`src/rtl/alu_muldiv_seq.sv`:
```
// Multi-cycle unsigned multiply/divide unit for the LC-3b datapath.
// All additions and complements go through an external ALU. Shifts, the compare and sequencing are done here.
typedef enum logic [2:0] {
  alu_add, alu_and, alu_not, alu_passa, alu_passb, alu_sll, alu_srl, alu_sra
} lc3b_aluop;

module alu_muldiv_seq #(
  parameter int WIDTH = 16
) (
  input  logic             clk,
  input  logic             reset_n,
  input  logic             start,
  input  logic             op,
  input  logic [WIDTH-1:0] src_a,
  input  logic [WIDTH-1:0] src_b,
  output logic             busy,
  output logic             done,
  output logic [WIDTH-1:0] result,
  output logic [WIDTH-1:0] remainder,
  output logic             div_by_zero,
  output lc3b_aluop        alu_op,
  output logic [WIDTH-1:0] alu_a,
  output logic [WIDTH-1:0] alu_b,
  input  logic [WIDTH-1:0] alu_f
);

  localparam int CW = $clog2(WIDTH) + 1;

  typedef enum logic [2:0] {IDLE, NEG_NOT, NEG_INC, ITER, DONE} state_t;

  state_t           state_reg, state_next;
  logic             op_reg;
  logic [WIDTH-1:0] acc_reg, mcand_reg, mplier_reg;
  logic [WIDTH-1:0] r_reg, q_reg, divisor_reg, negdiv_reg;
  logic [CW-1:0]    cnt_reg;

  logic [WIDTH:0]   rs;
  logic             rs_ge;
  logic             last_iter;
  logic [WIDTH-1:0] q_next, r_next;

  // Restoring-divide step: the compare is 17 bits wide so the carry out of r is not lost.
  assign rs        = {r_reg, q_reg[WIDTH-1]};
  assign rs_ge     = (rs >= {1'b0, divisor_reg});
  assign q_next    = {q_reg[WIDTH-2:0], rs_ge};
  assign r_next    = rs_ge ? alu_f : rs[WIDTH-1:0];
  assign last_iter = (cnt_reg == CW'(WIDTH - 1));

  always_ff @(posedge clk or negedge reset_n) begin
    if (!reset_n) state_reg <= IDLE;
    else          state_reg <= state_next;
  end

  always_comb begin
    state_next = state_reg;
    case (state_reg)
      IDLE: begin
        if (start) begin
          if (!op)               state_next = ITER;
          else if (src_b != '0)  state_next = NEG_NOT;
          else                   state_next = DONE;
        end
      end
      NEG_NOT: state_next = NEG_INC;
      NEG_INC: state_next = ITER;
      ITER:    state_next = last_iter ? DONE : ITER;
      DONE:    state_next = IDLE;
      default: state_next = IDLE;
    endcase
  end

  always_comb begin
    busy   = 1'b0;
    done   = 1'b0;
    alu_op = alu_passa;
    alu_a  = '0;
    alu_b  = '0;
    case (state_reg)
      NEG_NOT: begin
        busy   = 1'b1;
        alu_op = alu_not;
        alu_a  = divisor_reg;
      end
      NEG_INC: begin
        busy   = 1'b1;
        alu_op = alu_add;
        alu_a  = negdiv_reg;
        alu_b  = WIDTH'(1);
      end
      ITER: begin
        busy = 1'b1;
        if (op_reg) begin
          alu_op = alu_add;
          alu_a  = rs[WIDTH-1:0];
          alu_b  = negdiv_reg;
        end else if (mplier_reg[0]) begin
          alu_op = alu_add;
          alu_a  = acc_reg;
          alu_b  = mcand_reg;
        end else begin
          alu_op = alu_passa;
          alu_a  = acc_reg;
        end
      end
      DONE:    done = 1'b1;
      default: ;
    endcase
  end

  always_ff @(posedge clk or negedge reset_n) begin
    if (!reset_n) begin
      op_reg      <= 1'b0;
      acc_reg     <= '0;
      mcand_reg   <= '0;
      mplier_reg  <= '0;
      r_reg       <= '0;
      q_reg       <= '0;
      divisor_reg <= '0;
      negdiv_reg  <= '0;
      cnt_reg     <= '0;
      result      <= '0;
      remainder   <= '0;
      div_by_zero <= 1'b0;
    end else begin
      case (state_reg)
        IDLE: begin
          if (start) begin
            op_reg      <= op;
            div_by_zero <= 1'b0;
            cnt_reg     <= '0;
            acc_reg     <= '0;
            mcand_reg   <= src_a;
            mplier_reg  <= src_b;
            r_reg       <= '0;
            q_reg       <= src_a;
            divisor_reg <= src_b;
            if (op && src_b == '0) begin
              result      <= '1;
              remainder   <= src_a;
              div_by_zero <= 1'b1;
            end
          end
        end
        NEG_NOT, NEG_INC: negdiv_reg <= alu_f;
        ITER: begin
          cnt_reg <= cnt_reg + CW'(1);
          if (op_reg) begin
            q_reg <= q_next;
            r_reg <= r_next;
            if (last_iter) begin
              result    <= q_next;
              remainder <= r_next;
            end
          end else begin
            acc_reg    <= alu_f;
            mcand_reg  <= mcand_reg << 1;
            mplier_reg <= mplier_reg >> 1;
            if (last_iter) begin
              result    <= alu_f;
              remainder <= '0;
            end
          end
        end
        default: ;
      endcase
    end
  end

endmodule

```
`config.mk`:
```
export PLATFORM = sky130hd
export DESIGN_NAME = alu_muldiv_seq
export DESIGN_NICKNAME = d
export VERILOG_FILES = /design/src/rtl/alu_muldiv_seq.sv
export SDC_FILE = /design/constraint.sdc
export NUM_CORES = 1
export LEC_CHECK = 0
export ABC_CLOCK_PERIOD_IN_PS = 4570
export CAP_MARGIN = 5
export CORE_AREA = 2 2 156 158
export CTS_CLUSTER_SIZE = 40
export DETAILED_ROUTE_END_ITERATION = 6
export DIE_AREA = 0 0 158 160
export HOLD_SLACK_MARGIN = 0.02
export MAX_ROUTING_LAYER = met4
export PLACE_DENSITY = 0.59
export SETUP_SLACK_MARGIN = 0.5
export SLEW_MARGIN = 10
export SYNTH_ARGS = -nofsm -noshare
export SYNTH_HDL_FRONTEND = slang
export SYNTH_SLANG_ARGS = --single-unit
```
`constraint.sdc`:
```
create_clock -name clk -period 4.57 [get_ports clk]
set_input_delay 0.457 -clock clk [delete_from_list [all_inputs] [get_ports clk]]
set_output_delay 0.457 -clock clk [all_outputs]
set_load 0.02 [all_outputs]
```
After elaboration in Yosys (flattened, before gate mapping)
Index checks and enable logic that the tools add are counted.
- bits in registers: 154
- output and inout bits: 70
- bits in read-only memories: 0
- word-level logic and storage cells: 81
- memories kept: 0
- bits of input ports: 52
- memory bits (writable): 0
- latch bits: 0
- bitwise logic cells: 0
- mux-type cells: 44
- multiply operators: 0
- equal/unequal tests: 10
- div/mod/pow operators: 0
- add/sub/neg operators: 1
- reduce and logical (&&, ||, !) cells: 12
- $lt $le $gt $ge: 1
- shifts and indexed selects: 0
- operators with widths (kind ; number):
    $mux W16 ; 22
    $pmux W16 S2 ; 8
    $pmux W16 S3 ; 1
    $ge A17 B16 Y1 ; 1
    $logic_not A16 Y1 ; 1
    $reduce_bool A16 Y1 ; 1
    $mux W3 ; 4
    $pmux W3 S4 ; 1
    $ne A2 B2 Y1 const B ; 5
    $pmux W5 S2 ; 1
    $eq A3 B2 Y1 const B ; 2
    $pmux W2 S3 ; 1
    $reduce_and A3 Y1 ; 2
    $add A5 B1 Y5 const B ; 1
    $eq A5 B4 Y1 const B ; 1
    $mux W5 ; 1
    $mux W2 ; 2
    $reduce_and A2 Y1 ; 2
    $reduce_and A4 Y1 ; 1
    $eq A3 B1 Y1 const B ; 1
    $eq A3 B3 Y1 const B ; 1
    $logic_not A3 Y1 ; 1
    $mux W1 ; 3
    $reduce_or A3 Y1 ; 1
    3 further kinds ; 3

Longest topological paths before layout
- depth in word-level cells: 5
- depth in mapped cells: 10
- gate-level depth less buffers: 8

Worst setup path after synthesis
OpenSTA, ideal clock, no wires.
- path kind: register to output
- start: reg state_reg[2]
- end: out alu_op[0]
- setup slack: 2220 ps
- required time: 4113 ps
- arrival: 1893 ps
- stages on the path, launching flop included: 8
- buffers on the path: 4
- cell sequence: dfrtp_1 > buf_2 > nor2b_1 > nand2_1 > clkbuf_1 > clkbuf_1 > clkbuf_1 > o31ai_1
- longest elaborated chain between the ends: 2
- elaborated cells on any way between the ends: 4
- classes of those cells: eq/ne: 3; mux: 1
- RTL lines (what ; line ; source):
    start: declaration ; 31 ; state_t state_reg, state_next;
    start signal: assignment ; 51 ; else state_reg <= state_next;
    $eq A3 B2 Y1 or $eq A3 B1 Y1 (tied branches) ; 78 ; case (state_reg)
    $pmux W2 S3 (*) ; 78 ;
    end: declaration ; 21 ; output lc3b_aluop alu_op,
Mark *: on every way between the ends. The rest lies on a longest branch, timed or not.

Final worst setup path
- start: reg state_reg[1]
- end: out alu_b[4]
- longest elaborated chain between the ends: 2
- elaborated cells on any way between the ends: 3
- classes of those cells: eq/ne: 2; mux: 1
- RTL lines (what ; line ; source):
    $eq A3 B2 Y1 ; 78 ;
    $pmux W16 S2 (*) ; 78 ;
    end: declaration ; 23 ; output logic [WIDTH-1:0] alu_b,
Marked as above.

==> flow_summary.ini <==
[final_layout]
drive_above_1_share_pct = 7.65
n_antenna_cell = 0
nFillCells = 2417
fin_nets = 1076
area_delta_synth_final_pct = 24.9

[logic_synthesis]
syn_area_per_cell_um2 = 8.84
syn-cell-area_um2 = 8190
async_flop_share_pct = 100
synth_nets = 996
ys_warn_count = 0
synth.distinct_cells = 42
synthMostInstantiatedCell = nand2_1
ys.flop_type = dfrtp_1
synth_largest_area_cell = dfrtp_1
synth_common_cells = 206 x nand2_1, 154 x dfrtp_1, 89 x o21ai_0, 73 x nor2_1, 62 x mux2i_1
synth_edf_count = 0
ys_ff_latch = 154
yosysSeqAreaShare_pct = 47.1
synth_top_area_share_pct = 47.1
synthTopCellsByArea = dfrtp_1 47%, nand2_1 9.4%, mux2i_1 7.6%
synthCells = 926

[clock_tree]
clkLatencyLatePin_ps = 430
cts_setup_buffers = 0
ctsHoldBuffers = 0
clk_pin_slew_worst_paths_ps = 60
cts_tree = built
cts_root_buf = clkbuf_16
cts_buffers = 17
cts_max_level = 4
cts_resized = 0
cts_max_path_buffers = 2
cts.sinks = 154

[flow_run]
drv_cap = 0

[floorplan]
rows = 57
io_pins = 122
die_w_um = 158
initial_core_util_pct = 34.4
fp.coreArea_um2 = 23800
die_area_um2 = 25300
fp.dieH_um = 160

[global_route]
grt_pass1_vias = 6854
antenna_found_initial = 0
grt_overflow = 0
grt_max_degree = 96
track_usage_pct = 20.7
grt_pass1_wl_um = 39000

[power_and_ir_drop]
powerDensity_nw_per_um2 = 818
ir_drop_v = 0.000393
power.leakage_nw = 4.47

[worst_setup_path]
cp_max_fo = 24
end_kind = output port
setup.worst_path.class = reg2out
cp.required_ps = 4110
start_kind = register
reg2reg_slack_ps = 1260
crit_arrival_ps = 3420

[sta]
slew_headroom_pct = 23.7
fin_crit_sh_pct = 84.8
finClkSkew_ps = 8.52
hold_slack_ps = 119
slew_viol_final = 0
setup_viol = 0
min_period_ps = 3870
worstMarginPinSlew_ps = 1140
fmax_ghz = 0.258
finalHoldViolations = 0
tns_ps = 0
grt_setup_unrepaired = no

[detailed_routing]
vias_per_cell = 5.22
ant_nets = 0
dr.pass1.iters = 5
wirelength_um = 24700
wl_per_cell_um = 18.4
route.vias.total = 7015
first_iter_violations = 505
drcViolationCount = 0

[placed_design]
hpwl_um = 17100
place.gp.congestion = 0.834
io_buffers = 120

[outcome]
status = complete, no violations

[hold_path]
holdCritPathClass = in2async
critical path, cell delays in order (launching register included):
cell and delay, ps:
dfrtp_1 890, nor2b_1 350, and2_2 240, and3_1 650
a22o_1 250, clkdlybuf4s50_1 610
per-layer routing:
metal	GRT usage [%]	vias up	wire (µm)
li1	-	3402	-
met1	27.4	3408	11200
met2	33.1	174	12100
met3	2.85	31	855
met4	5.90	0	454
met5	-	-	0
worst paths after layout:
| path | start | end | cells past startpoint |
|---|---|---|---|
| worst max-delay path | state_reg[1] | alu_b[4] | 5 |
| worst min-delay path | reset_n | mplier_reg[10] | 1 |
| worst max register to register | op_reg | remainder[5] | 6 |
| worst min register to register | cnt_reg[3] | cnt_reg[3] | 1 |
| max in group asynchronous | reset_n | r_reg[7] | 2 |
| min in group clk | cnt_reg[3] | cnt_reg[3] | 1 |
final cells by class:
type                       instances  area, µm²  area share [%]
multi-input combinational        676       3960            38.7
sequential                       154       3850            37.7
tap                              324        405            3.96
timing repair buffer             135       1320            12.8
inverter                          22       82.6           0.807
clock buffer                      19        453            4.43
clock inverter                    13        166            1.63
power breakdown:
group / internal (mW) / switching, mW
sequential: 1.97 / 0.615
clock: 0.892 / 0.601
combinational: 1.80 / 2.49
total: 4.66 / 3.71
placed cells by master (no fill, tap or decap), types with 3 or more instances in the layout:
| cell | synthesis | layout |
|---|---|---|
| dfrtp_1 | 154 | 153 |
| nand4_1 | 3 | 3 |
| a21oi_1 | 53 | 52 |
| o21ai_0 | 89 | 89 |
| mux2_2 | 17 | 17 |
| nor2_1 | 73 | 71 |
| mux2i_1 | 62 | 62 |
| a211oi_1 | 4 | 4 |
| buf_4 | 6 | 15 |
| bufinv_16 | 0 | 3 |
| clkdlybuf4s50_1 | 0 | 119 |
| or2_2 | 3 | 3 |
| inv_1 | 22 | 22 |
| nor4_1 | 19 | 18 |
| ha_1 | 18 | 18 |
| and2_1 | 18 | 17 |
| clkinv_4 | 0 | 3 |
| nand3_1 | 4 | 4 |
| clkbuf_16 | 0 | 17 |
| a22oi_1 | 16 | 16 |
| a311oi_1 | 16 | 16 |
| nand2_1 | 206 | 206 |
| and3_1 | 4 | 4 |
| clkinvlp_4 | 0 | 3 |
| a31oi_1 | 32 | 32 |
| a22o_1 | 16 | 16 |
cells by family (layout without fill, tap and decap cells):
logic type / Yosys count / after routing / share of synthesized area [%]
simple gates: 340 / 340 / 17.6
compound gates: 237 / 237 / 17.6
flops: 154 / 154 / 47.1
buf+inv: 96 / 189 / 4.96
mux: 79 / 79 / 9.91
fa+ha+maj: 18 / 18 / 2.75
other cells: 1 / 1 / 0.0458
xor+xnor: 1 / 1 / 0.107
metrics by stage:
step                setup slack (ps)  power [mW]  instance area (µm²)  cells  util (%)
floorplan                       2220        5.29                 8190    926         -
global placement                1270        6.85                 9610   1311      40.4
detailed placement              1220        6.93                 9610   1311      40.4
CTS                              736        8.44                10200   1343      43.0
global route                     514        8.98                10200   1343      43.0
finish                           695        8.37                10200   1343      43.0
No activity file was read; power rests on OpenSTA's default activity.
